--- config.mk ---
export PLATFORM = sky130hd
export DESIGN_NAME = mips_multicycle_controller
export DESIGN_NICKNAME = d
export VERILOG_FILES = /design/src/rtl/mips_ctrl_pkg.sv /design/src/rtl/alu_control_decoder.sv /design/src/rtl/mips_multicycle_controller.sv
export SDC_FILE = /design/constraint.sdc
export NUM_CORES = 1
export LEC_CHECK = 0
export CORE_ASPECT_RATIO = 1.25
export CORE_UTILIZATION = 30
export DETAILED_ROUTE_END_ITERATION = 16
export DONT_BUFFER_PORTS = 1
export PLACE_DENSITY = 0.51
export SYNTH_ARGS = -nofsm -noshare
export SYNTH_HDL_FRONTEND = slang
export SYNTH_SLANG_ARGS = --single-unit
--- constraint.sdc ---
create_clock -name clk -period 4 [get_ports clk]
set_input_delay 0 -clock clk [delete_from_list [all_inputs] [get_ports clk]]
set_output_delay 0 -clock clk [all_outputs]
set_load 0.005 [all_outputs]
--- src/rtl/mips_ctrl_pkg.sv ---
// rtl/mips_ctrl_pkg.sv - shared types and encodings for the multicycle controller
package mips_ctrl_pkg;

    typedef enum logic [2:0] {
        S_IDLE,
        S_FETCH,
        S_DECODE,
        S_EXEC,
        S_MEM,
        S_WB,
        S_HALT,
        S_TRAP
    } state_t;

    localparam logic [5:0] OP_RTYPE = 6'h00;
    localparam logic [5:0] OP_J     = 6'h02;
    localparam logic [5:0] OP_BEQ   = 6'h04;
    localparam logic [5:0] OP_ADDI  = 6'h08;
    localparam logic [5:0] OP_LW    = 6'h23;
    localparam logic [5:0] OP_SW    = 6'h2B;
    localparam logic [5:0] OP_HALT  = 6'h3F;

    localparam logic [5:0] FN_ADD = 6'h20;
    localparam logic [5:0] FN_SUB = 6'h22;
    localparam logic [5:0] FN_AND = 6'h24;
    localparam logic [5:0] FN_OR  = 6'h25;
    localparam logic [5:0] FN_SLT = 6'h2A;

    typedef enum logic [2:0] {
        ALU_ADD = 3'b000,
        ALU_SUB = 3'b001,
        ALU_AND = 3'b010,
        ALU_OR  = 3'b011,
        ALU_SLT = 3'b100
    } alu_op_t;

    localparam logic [1:0] TC_NONE    = 2'b00;
    localparam logic [1:0] TC_OVF     = 2'b01;
    localparam logic [1:0] TC_ILLEGAL = 2'b10;

    // Instructions whose second ALU operand is the sign-extended immediate.
    function automatic logic uses_imm(input logic [5:0] op);
        return (op == OP_LW) || (op == OP_SW) || (op == OP_ADDI);
    endfunction

endpackage

--- src/rtl/alu_control_decoder.sv ---
// rtl/alu_control_decoder.sv - maps (opcode, funct) to alu_op, illegal and overflow-check flags
//   opcode, funct : latched instruction fields
//   alu_op        : ALU operation for the EXEC cycle
//   illegal       : opcode unknown, or R-type with unsupported funct
//   ovf_checked   : signed overflow in EXEC must trap
module alu_control_decoder
    import mips_ctrl_pkg::*;
(
    input  logic [5:0] opcode,
    input  logic [5:0] funct,
    output alu_op_t    alu_op,
    output logic       illegal,
    output logic       ovf_checked
);

    always_comb begin
        alu_op      = ALU_ADD;
        illegal     = 1'b0;
        ovf_checked = 1'b0;
        case (opcode)
            OP_RTYPE: begin
                case (funct)
                    FN_ADD: begin alu_op = ALU_ADD; ovf_checked = 1'b1; end
                    FN_SUB: begin alu_op = ALU_SUB; ovf_checked = 1'b1; end
                    FN_AND: alu_op = ALU_AND;
                    FN_OR:  alu_op = ALU_OR;
                    FN_SLT: alu_op = ALU_SLT;
                    default: illegal = 1'b1;
                endcase
            end
            OP_ADDI: begin alu_op = ALU_ADD; ovf_checked = 1'b1; end
            OP_BEQ:  alu_op = ALU_SUB;
            OP_LW, OP_SW, OP_J, OP_HALT: alu_op = ALU_ADD;
            default: illegal = 1'b1;
        endcase
    end

endmodule

--- src/rtl/mips_multicycle_controller.sv ---
// rtl/mips_multicycle_controller.sv - FETCH/DECODE/EXEC/MEM/WB sequencer driving datapath strobes
//   clk, clr (async, active high), run (stop at instruction boundary when low)
//   instr, F_zero, F_overflow : datapath inputs
//   ir_ld .. alu_op           : datapath control strobes
//   busy, halted, trap, trap_cause, retired : status
module mips_multicycle_controller
    import mips_ctrl_pkg::*;
#(
    parameter int ALU_OP_W = 3,
    parameter int COUNT_W  = 16
) (
    input  logic                clk,
    input  logic                clr,
    input  logic                run,
    input  logic [31:0]         instr,
    input  logic                F_zero,
    input  logic                F_overflow,
    output logic                ir_ld,
    output logic                pc_inc,
    output logic                pc_ld,
    output logic                pc_sel,
    output logic                reg_write,
    output logic                reg_dst,
    output logic                alu_src_b,
    output logic                mem_to_reg,
    output logic                dmu_wen,
    output logic [ALU_OP_W-1:0] alu_op,
    output logic                busy,
    output logic                halted,
    output logic                trap,
    output logic [1:0]          trap_cause,
    output logic [COUNT_W-1:0]  retired
);

    state_t             state, state_n;
    logic [5:0]         opcode_q, funct_q;
    logic [1:0]         trap_cause_q;
    logic [COUNT_W-1:0] retired_q;

    alu_op_t dec_alu_op;
    logic    dec_illegal, dec_ovf_checked;
    alu_op_t alu_op_int;
    logic    retire, set_ovf, set_ill;

    // Only the opcode and funct fields steer the sequencer.
    logic unused_instr_bits;
    assign unused_instr_bits = ^instr[25:6];

    alu_control_decoder u_dec (
        .opcode      (opcode_q),
        .funct       (funct_q),
        .alu_op      (dec_alu_op),
        .illegal     (dec_illegal),
        .ovf_checked (dec_ovf_checked)
    );

    always_ff @(posedge clk or posedge clr) begin
        if (clr) begin
            state        <= S_IDLE;
            opcode_q     <= '0;
            funct_q      <= '0;
            trap_cause_q <= TC_NONE;
            retired_q    <= '0;
        end else begin
            state <= state_n;
            if (state == S_FETCH) begin
                opcode_q <= instr[31:26];
                funct_q  <= instr[5:0];
            end
            if (set_ovf) begin
                trap_cause_q <= TC_OVF;
            end else if (set_ill) begin
                trap_cause_q <= TC_ILLEGAL;
            end
            if (retire) begin
                retired_q <= retired_q + COUNT_W'(1);
            end
        end
    end

    always_comb begin
        state_n    = state;
        ir_ld      = 1'b0;
        pc_inc     = 1'b0;
        pc_ld      = 1'b0;
        pc_sel     = 1'b0;
        reg_write  = 1'b0;
        reg_dst    = 1'b0;
        alu_src_b  = 1'b0;
        mem_to_reg = 1'b0;
        dmu_wen    = 1'b0;
        alu_op_int = ALU_ADD;
        retire     = 1'b0;
        set_ovf    = 1'b0;
        set_ill    = 1'b0;
        case (state)
            S_IDLE: begin
                if (run) state_n = S_FETCH;
            end
            S_FETCH: begin
                ir_ld   = 1'b1;
                pc_inc  = 1'b1;
                state_n = S_DECODE;
            end
            S_DECODE: begin
                if (opcode_q == OP_J) begin
                    pc_ld  = 1'b1;
                    pc_sel = 1'b1;
                    retire = 1'b1;
                end else if (opcode_q == OP_HALT) begin
                    state_n = S_HALT;
                end else if (dec_illegal) begin
                    set_ill = 1'b1;
                    state_n = S_TRAP;
                end else begin
                    state_n = S_EXEC;
                end
            end
            S_EXEC: begin
                alu_op_int = dec_alu_op;
                alu_src_b  = uses_imm(opcode_q);
                // Overflow aborts before any write-back or retire.
                if (dec_ovf_checked && F_overflow) begin
                    set_ovf = 1'b1;
                    state_n = S_TRAP;
                end else if (opcode_q == OP_BEQ) begin
                    pc_ld  = F_zero;
                    retire = 1'b1;
                end else if (opcode_q == OP_LW || opcode_q == OP_SW) begin
                    state_n = S_MEM;
                end else begin
                    state_n = S_WB;
                end
            end
            S_MEM: begin
                alu_op_int = ALU_ADD;
                alu_src_b  = 1'b1;
                if (opcode_q == OP_SW) begin
                    dmu_wen = 1'b1;
                    retire  = 1'b1;
                end else begin
                    state_n = S_WB;
                end
            end
            S_WB: begin
                reg_write  = 1'b1;
                reg_dst    = (opcode_q == OP_RTYPE);
                mem_to_reg = (opcode_q == OP_LW);
                retire     = 1'b1;
            end
            S_HALT, S_TRAP: state_n = state;
            default: state_n = S_IDLE;
        endcase
        // run is only sampled at an instruction boundary.
        if (retire) state_n = run ? S_FETCH : S_IDLE;
    end

    assign alu_op     = ALU_OP_W'(alu_op_int);
    assign busy       = !(state == S_IDLE || state == S_HALT || state == S_TRAP);
    assign halted     = (state == S_HALT);
    assign trap       = (state == S_TRAP);
    assign trap_cause = trap_cause_q;
    assign retired    = retired_q;

endmodule

==> flow_summary.toml, run 1 <==
[clock_network]
clk_latency_ns = 0.29
cts_tree = "yes"
clk_transition_reported_paths_ns = 0.08
clockBufferDepth = 2
clock-sinks = 33
post-cts-setup-buffer-count = 0
clock_tree.root_cell = "sky130_fd_sc_hd__clkbuf_8"
cts-resized-gates = 0
ctsHtreeMaxLevel = 2
tritoncts.num_buffers = 5
cts_hold_repair.buffers = 14

[global_routing]
grt_use_met3_pct = 4.83
groute.layer.met1.usage_pct = 16.5
met2_usage_pct = 23.7
grt_overflow_total = 0
grt.total_usage_pct = 14.2
first_global_vias = 1543
grt_pass1_wl_mm = 7.50
largest_net_degree_at_the_start_of_global_routing = 34
antenna_found_initial = 0
grt.busiest_layer = "met2"

[power_and_ir_drop]
power.leakage_uw = 0.000980
design_power_total_uw = 1520
power.share.combinational_pct = 36.7
switching_power_uw = 621
power_per_cell_area_mw_per_mm2 = 652
power_frac_seq_pct = 42.2
switching_share_pct = 41.0
power_frac_clock_pct = 21.1
internal_power_uw = 894
max-vdd-ir-drop_mv = 0.393

[final_layout]
antenna_cells_inserted = 0
final_common_cell = "sky130_fd_sc_hd__dfrtp_1"
layout_common_cells = "sky130_fd_sc_hd__dfrtp_1 (33), sky130_fd_sc_hd__dlygate4sd3_1 (14), sky130_fd_sc_hd__xnor2_1 (13), sky130_fd_sc_hd__nand2_1 (12), sky130_fd_sc_hd__nor2_1 (10)"
fillCellCount = 716
layout.cells.non_filler = 288
area_growth_pct = 14.8
layout.nets = 240
layout_cell_share_with_drive_strength_beyond_1_pct = 20.9

[timing]
final.setup.tns_ns = 0
setup_viol_count_final = 0
worst-slew-pin-transition_ns = 1.18
hold_viol = 0
final_setup_margin_ns = 1.75
clock-skew-final_ns = 0.00940
grt_setup_unrepaired = "no"
finalCritPeriodShare_pct = 56.2
slew_headroom_pct = 21.2
maxClockFrequency_mhz = 445
maxSlewViolCount = 0
final_period_minus_worst_setup_slack_ns = 2.25

[synth]
syn_inst = 187
synthDominantAreaCellType = "sky130_fd_sc_hd__dfrtp_1"
share_of_flip_flops_with_an_asynchronous_set_or_reset_pct = 100
main_combinational_cell_family_by_area_after_synthesis = "simple AND/OR/NAND/NOR gates"
ys.warnings.count = 0
yosys_most_used_dff = "sky130_fd_sc_hd__dfrtp_1"
synth-adder-area-share_pct = 1.85
portion_of_netlist_area_occupied_by_mux_cells_pct = 7.16
synth_top_area_share_pct = 40.8
yosys-top-cells-area = "sky130_fd_sc_hd__dfrtp_1 (41%), sky130_fd_sc_hd__xnor2_1 (5.6%), sky130_fd_sc_hd__mux2_2 (4.4%), sky130_fd_sc_hd__nand3_2 (2.5%), sky130_fd_sc_hd__mux2_1 (2.2%)"
synthesis.area_sq_mm = 0.00203
synth-xor-area-share_pct = 6.49
edff_count_synth = 0
complex_gate_fraction_of_the_synthesized_area_pct = 10.8
synthDistinctLibCells = 59
ys_seq_elements = 33
synth_sequential_area_ratio_pct = 40.8
syn-mean-instance-area_sq_um = 10.8
synth_simple_gate_area_share_pct = 27.5
synth.net_count = 227

[placement]
place_worst_setup_slack_ns = 1.73
dpl.cell_count = 266
gp_routability_congestion = 0.797
place_hpwl_mm = 3.32
io_buffer_count = 0

[worst_setup_path]
crit_path_start_kind = "register"
cp-end-kind = "register"
path_max_fanout = 15
timing.critical_path.required_ns = 4.17
timing.critical_path.arrival_ns = 2.42
criticalPathCategory = "register to register"

[floorplan]
core_region_area_sq_mm = 0.00652
io-pin-count = 70
die_width_um = 75.5
start_util_pct = 31.1
floorplan.die.height_um = 93.9
dieArea_sq_mm = 0.00709
std_cell_rows = 33

[min_path]
hold_path.class = "input pin to register"

[routing]
average_vias_per_placed_instance = 4.96
drtIter0Drc = 58
num_vias = 1429
detail_route.wirelength_mm = 4.51
wl_per_cell_um = 15.7
drt_pre_antenna_iters = 4
drc = 0
drtAntennaViolNets = 0

[outcome]
outcome = "completed"

[job]
max_cap_violations = 0
==> through the flow <==
stage	cell area [sq um]	hold slack, ns	util [%]
2_1_floorplan	2030	0.117	-
3_3_place_gp	2070	0.0168	31.7
3_5_place_dp	2070	0.0174	31.7
4_1_cts	2320	0.0725	35.6
5_1_grt	2320	0.0748	35.6
6_report	2320	0.0712	35.6
==> cells by family (layout without fill, tap and decap cells) <==
logic type / Yosys count / in the layout
compound gates: 27 / 27
xor+xnor: 15 / 15
fa+ha+maj: 3 / 3
buf+inv: 18 / 32
flops: 33 / 33
mux: 13 / 13
simple gates: 78 / 78
==> path summary, 6_finish.rpt <==
kind / depth (start not counted) / endpoint / slack (ns) / from
worst max-delay path: 3 / opcode_q[3]$_DFFE_PP0P_ / 1.75 / state[0]$_DFFE_PP0P_
worst min-delay path: 3 / trap_cause[1]$_DFFE_PP0P_ / 0.07 / F_overflow
worst max register to register: 3 / opcode_q[3]$_DFFE_PP0P_ / 1.75 / state[0]$_DFFE_PP0P_
worst min register to register: 1 / funct_q[4]$_DFFE_PP0P_ / 0.49 / funct_q[4]$_DFFE_PP0P_
max in group asynchronous: 3 / retired[15]$_DFFE_PP0P_ / 3.46 / clr
min in group asynchronous: 3 / opcode_q[4]$_DFFE_PP0P_ / 0.24 / clr
==> sequential cells by signal, summed over array words and instances, names as in the netlist <==
signal / cells
opcode_q: 6
trap_cause: 2
state: 3
retired: 16
funct_q: 6
==> critical path, stage by stage, from the launching register on <==
cell                      delay (ns)
sky130_fd_sc_hd__dfrtp_1        0.57
sky130_fd_sc_hd__inv_1          0.18
sky130_fd_sc_hd__nor3_2         0.96
sky130_fd_sc_hd__mux2_2         0.42
==> power by group through the flow <==
stage	clock, uW	combinational, uW	sequential, uW
after floorplan	0	573	541
after global placement	0	546	645
after detailed placement	0	553	648
after CTS	331	565	642
after global routing	343	624	665
final	320	557	639
==> cell type report <==
type	instances	area, sq um	share of cell area (%)
clock inverter	3	46.3	1.99
sequential	33	826	35.5
tap	87	109	4.68
timing repair buffer	15	148	6.35
inverter	9	36.3	1.56
multi-input combinational	136	1090	46.9
clock buffer	5	68.8	2.96
==> synthesized netlist by cell type (3+ instances only) <==
| master | instances |
|---|---|
| sky130_fd_sc_hd__dfrtp_1 | 33 |
| sky130_fd_sc_hd__xnor2_1 | 13 |
| sky130_fd_sc_hd__nand2_1 | 12 |
| sky130_fd_sc_hd__nor2_1 | 10 |
| sky130_fd_sc_hd__mux2_2 | 8 |
| sky130_fd_sc_hd__nand3_1 | 8 |
| sky130_fd_sc_hd__a21oi_1 | 7 |
| sky130_fd_sc_hd__inv_1 | 7 |
| sky130_fd_sc_hd__nand3_2 | 5 |
| sky130_fd_sc_hd__nand4_1 | 5 |
| sky130_fd_sc_hd__and2_1 | 4 |
| sky130_fd_sc_hd__and3_1 | 4 |
| sky130_fd_sc_hd__mux2_1 | 4 |
| sky130_fd_sc_hd__and4_1 | 3 |
| sky130_fd_sc_hd__buf_2 | 3 |
| sky130_fd_sc_hd__buf_4 | 3 |
| sky130_fd_sc_hd__ha_1 | 3 |
| sky130_fd_sc_hd__nor2b_1 | 3 |
| sky130_fd_sc_hd__nor3_1 | 3 |
==> metal layers <==
metal,part of all wire (%),wire (um),vias to the layer above
li1,-,-,691
met1,42,1880,701
met2,51,2280,31
met3,6.2,279,6
met4,1.6,74,0
met5,0,0,-
(Power assumes the default switching activity.)
==> inputs of run 2 (changes only) <==
Clock period 4 ns to 2.36 ns, I/O delays scaled along.
==> run 2 against run 1 <==
Sequential power rose by 66%. Utilization up 0.36 points. Highest routed layer unchanged. Sequential cell count did not move.
==> flow_summary.toml, run 2 (synthesized netlist as in run 1, its figures left out) <==
[outcome]
outcome = "completed"

[final_layout]
area_growth_pct = 15.9
antenna_cells_inserted = 0
postLayoutCellArea_sq_mm = 0.00235
layout_common_cells = "sky130_fd_sc_hd__dfrtp_1 (33), sky130_fd_sc_hd__dlygate4sd3_1 (14), sky130_fd_sc_hd__xnor2_1 (13), sky130_fd_sc_hd__nand2_1 (12), sky130_fd_sc_hd__nor2_1 (10)"
largest_reg_flops = 16
layout.area.seq_sq_um = 826
combined_area_of_the_multi_input_logic_cells_sq_mm = 0.00109
layout.nets = 243
layout.cells.non_filler = 291
layout_cell_share_with_drive_strength_beyond_1_pct = 21.6
final_common_cell = "sky130_fd_sc_hd__dfrtp_1"
fillCellCount = 710

[worst_setup_path]
crit_path_start_kind = "register"
path_max_fanout = 7
timing.critical_path.required_ns = 2.36
timing.critical_path.arrival_ns = 2.06
cp-end-kind = "output port"
criticalPathCategory = "register to output port"

[timing]
setup_viol_count_final = 0
hold_viol = 0
maxSlewViolCount = 0
maxClockFrequency_mhz = 485
grt_setup_unrepaired = "no"
worst-slew-pin-transition_ns = 0.445
final_period_minus_worst_setup_slack_ns = 2.06
finalCritPeriodShare_pct = 87.3
slew_headroom_pct = 70.3
clock-skew-final_ns = 0.00514
final.setup.tns_ns = 0

[global_routing]
grt_pass1_wl_mm = 7.40
largest_net_degree_at_the_start_of_global_routing = 34
grt.total_usage_pct = 13.8
grt_overflow_total = 0
antenna_found_initial = 0
first_global_vias = 1511

[clock_network]
clock-sinks = 33
clk_latency_ns = 0.28
tritoncts.num_buffers = 5
cts-resized-gates = 0
ctsHtreeMaxLevel = 2
clock_tree.root_cell = "sky130_fd_sc_hd__clkbuf_8"
clockBufferDepth = 2
cts_hold_repair.buffers = 14
cts_tree = "yes"
post-cts-setup-buffer-count = 0
clk_transition_reported_paths_ns = 0.07

[floorplan]
std_cell_rows = 33
start_util_pct = 31.1
io-pin-count = 70
dieArea_sq_mm = 0.00709
floorplan.die.height_um = 93.9
core_region_area_sq_mm = 0.00652
die_width_um = 75.5

[placement]
place_hpwl_mm = 3.36
dpl.cell_count = 269
io_buffer_count = 0
gp_routability_congestion = 0.807
placed_cell_area_sq_mm = 0.00209

[job]
max_cap_violations = 0

[routing]
wl_per_cell_um = 15.2
num_vias = 1451
detailroute.wirelength.met3_um = 294
detail_route.wirelength_mm = 4.42
drtAntennaViolNets = 0
route.met2.wl_mm = 2.26
drt_pre_antenna_iters = 4
drc = 0
top_layer = "met4"
average_vias_per_placed_instance = 4.99
wirelength_met1_mm = 1.82
drtIter0Drc = 54

[min_path]
hold_path.class = "input pin to register"

[power_and_ir_drop]
power.leakage_uw = 0.000999
max-vdd-ir-drop_mv = 0.429
power_per_cell_area_mw_per_mm2 = 1110
[run 2: changes by cell type in the layout (fill, tap and decap cells not counted)]
cell | before | now
sky130_fd_sc_hd__clkinv_4 | 1 | 0
sky130_fd_sc_hd__buf_4 | 1 | 4
sky130_fd_sc_hd__clkinvlp_4 | 1 | 0
sky130_fd_sc_hd__clkbuf_8 | 5 | 6
sky130_fd_sc_hd__clkbuf_1 | 0 | 1
[run 2: stage by stage]
| step | worst slack (ns) | utilization (%) | total power, uW | hold WS (ns) |
|---|---|---|---|---|
| after floorplan | 0.692 | - | 1890 | 0.117 |
| after global placement | 0.325 | 32.1 | 2050 | 0.0157 |
| after detailed placement | 0.315 | 32.1 | 2070 | 0.0146 |
| after CTS | 0.242 | 36.0 | 2650 | 0.105 |
| after global routing | 0.113 | 36.0 | 2810 | 0.123 |
| final | 0.299 | 36.0 | 2600 | 0.102 |
[run 2: path summary, 6_finish.rpt]
kind,cells after the start,slack (ns),to,startpoint
max,4,0.30,alu_op[0],opcode_q[1]$_DFFE_PP0P_
min,3,0.10,trap_cause[1]$_DFFE_PP0P_,F_overflow
max reg2reg,6,0.32,retired[14]$_DFFE_PP0P_,state[2]$_DFFE_PP0P_
min reg2reg,1,0.48,funct_q[4]$_DFFE_PP0P_,funct_q[4]$_DFFE_PP0P_
max in group asynchronous,3,1.79,state[1]$_DFFE_PP0P_,clr
min in group asynchronous,3,0.26,retired[5]$_DFFE_PP0P_,clr
[run 2: cell type report]
type                       instances  share of cell area, %
multi-input combinational        136                   46.5
sequential                        33                   35.2
timing repair buffer              18                   7.25
tap                               87                   4.64
clock buffer                       7                   3.68
inverter                           9                   1.55
clock inverter                     1                   1.28
[run 2: layer usage]
layer  vias up  GRT usage, %
met2        34          22.9
met5         -             0
met4         0          5.09
met3         4          5.04
li1        704             -
met1       709          16.0
[run 2: worst max-delay path: stages (launching register included)]
cell and delay, ns:
sky130_fd_sc_hd__dfrtp_1 0.46, sky130_fd_sc_hd__nor4_4 0.48, sky130_fd_sc_hd__nand2_1 0.12, sky130_fd_sc_hd__or3_4 0.40, sky130_fd_sc_hd__o31ai_1 0.32
[run 2: report_power, final]
group | internal, uW | switching (uW)
combinational | 490 | 506
sequential | 741 | 321
clock | 344 | 201
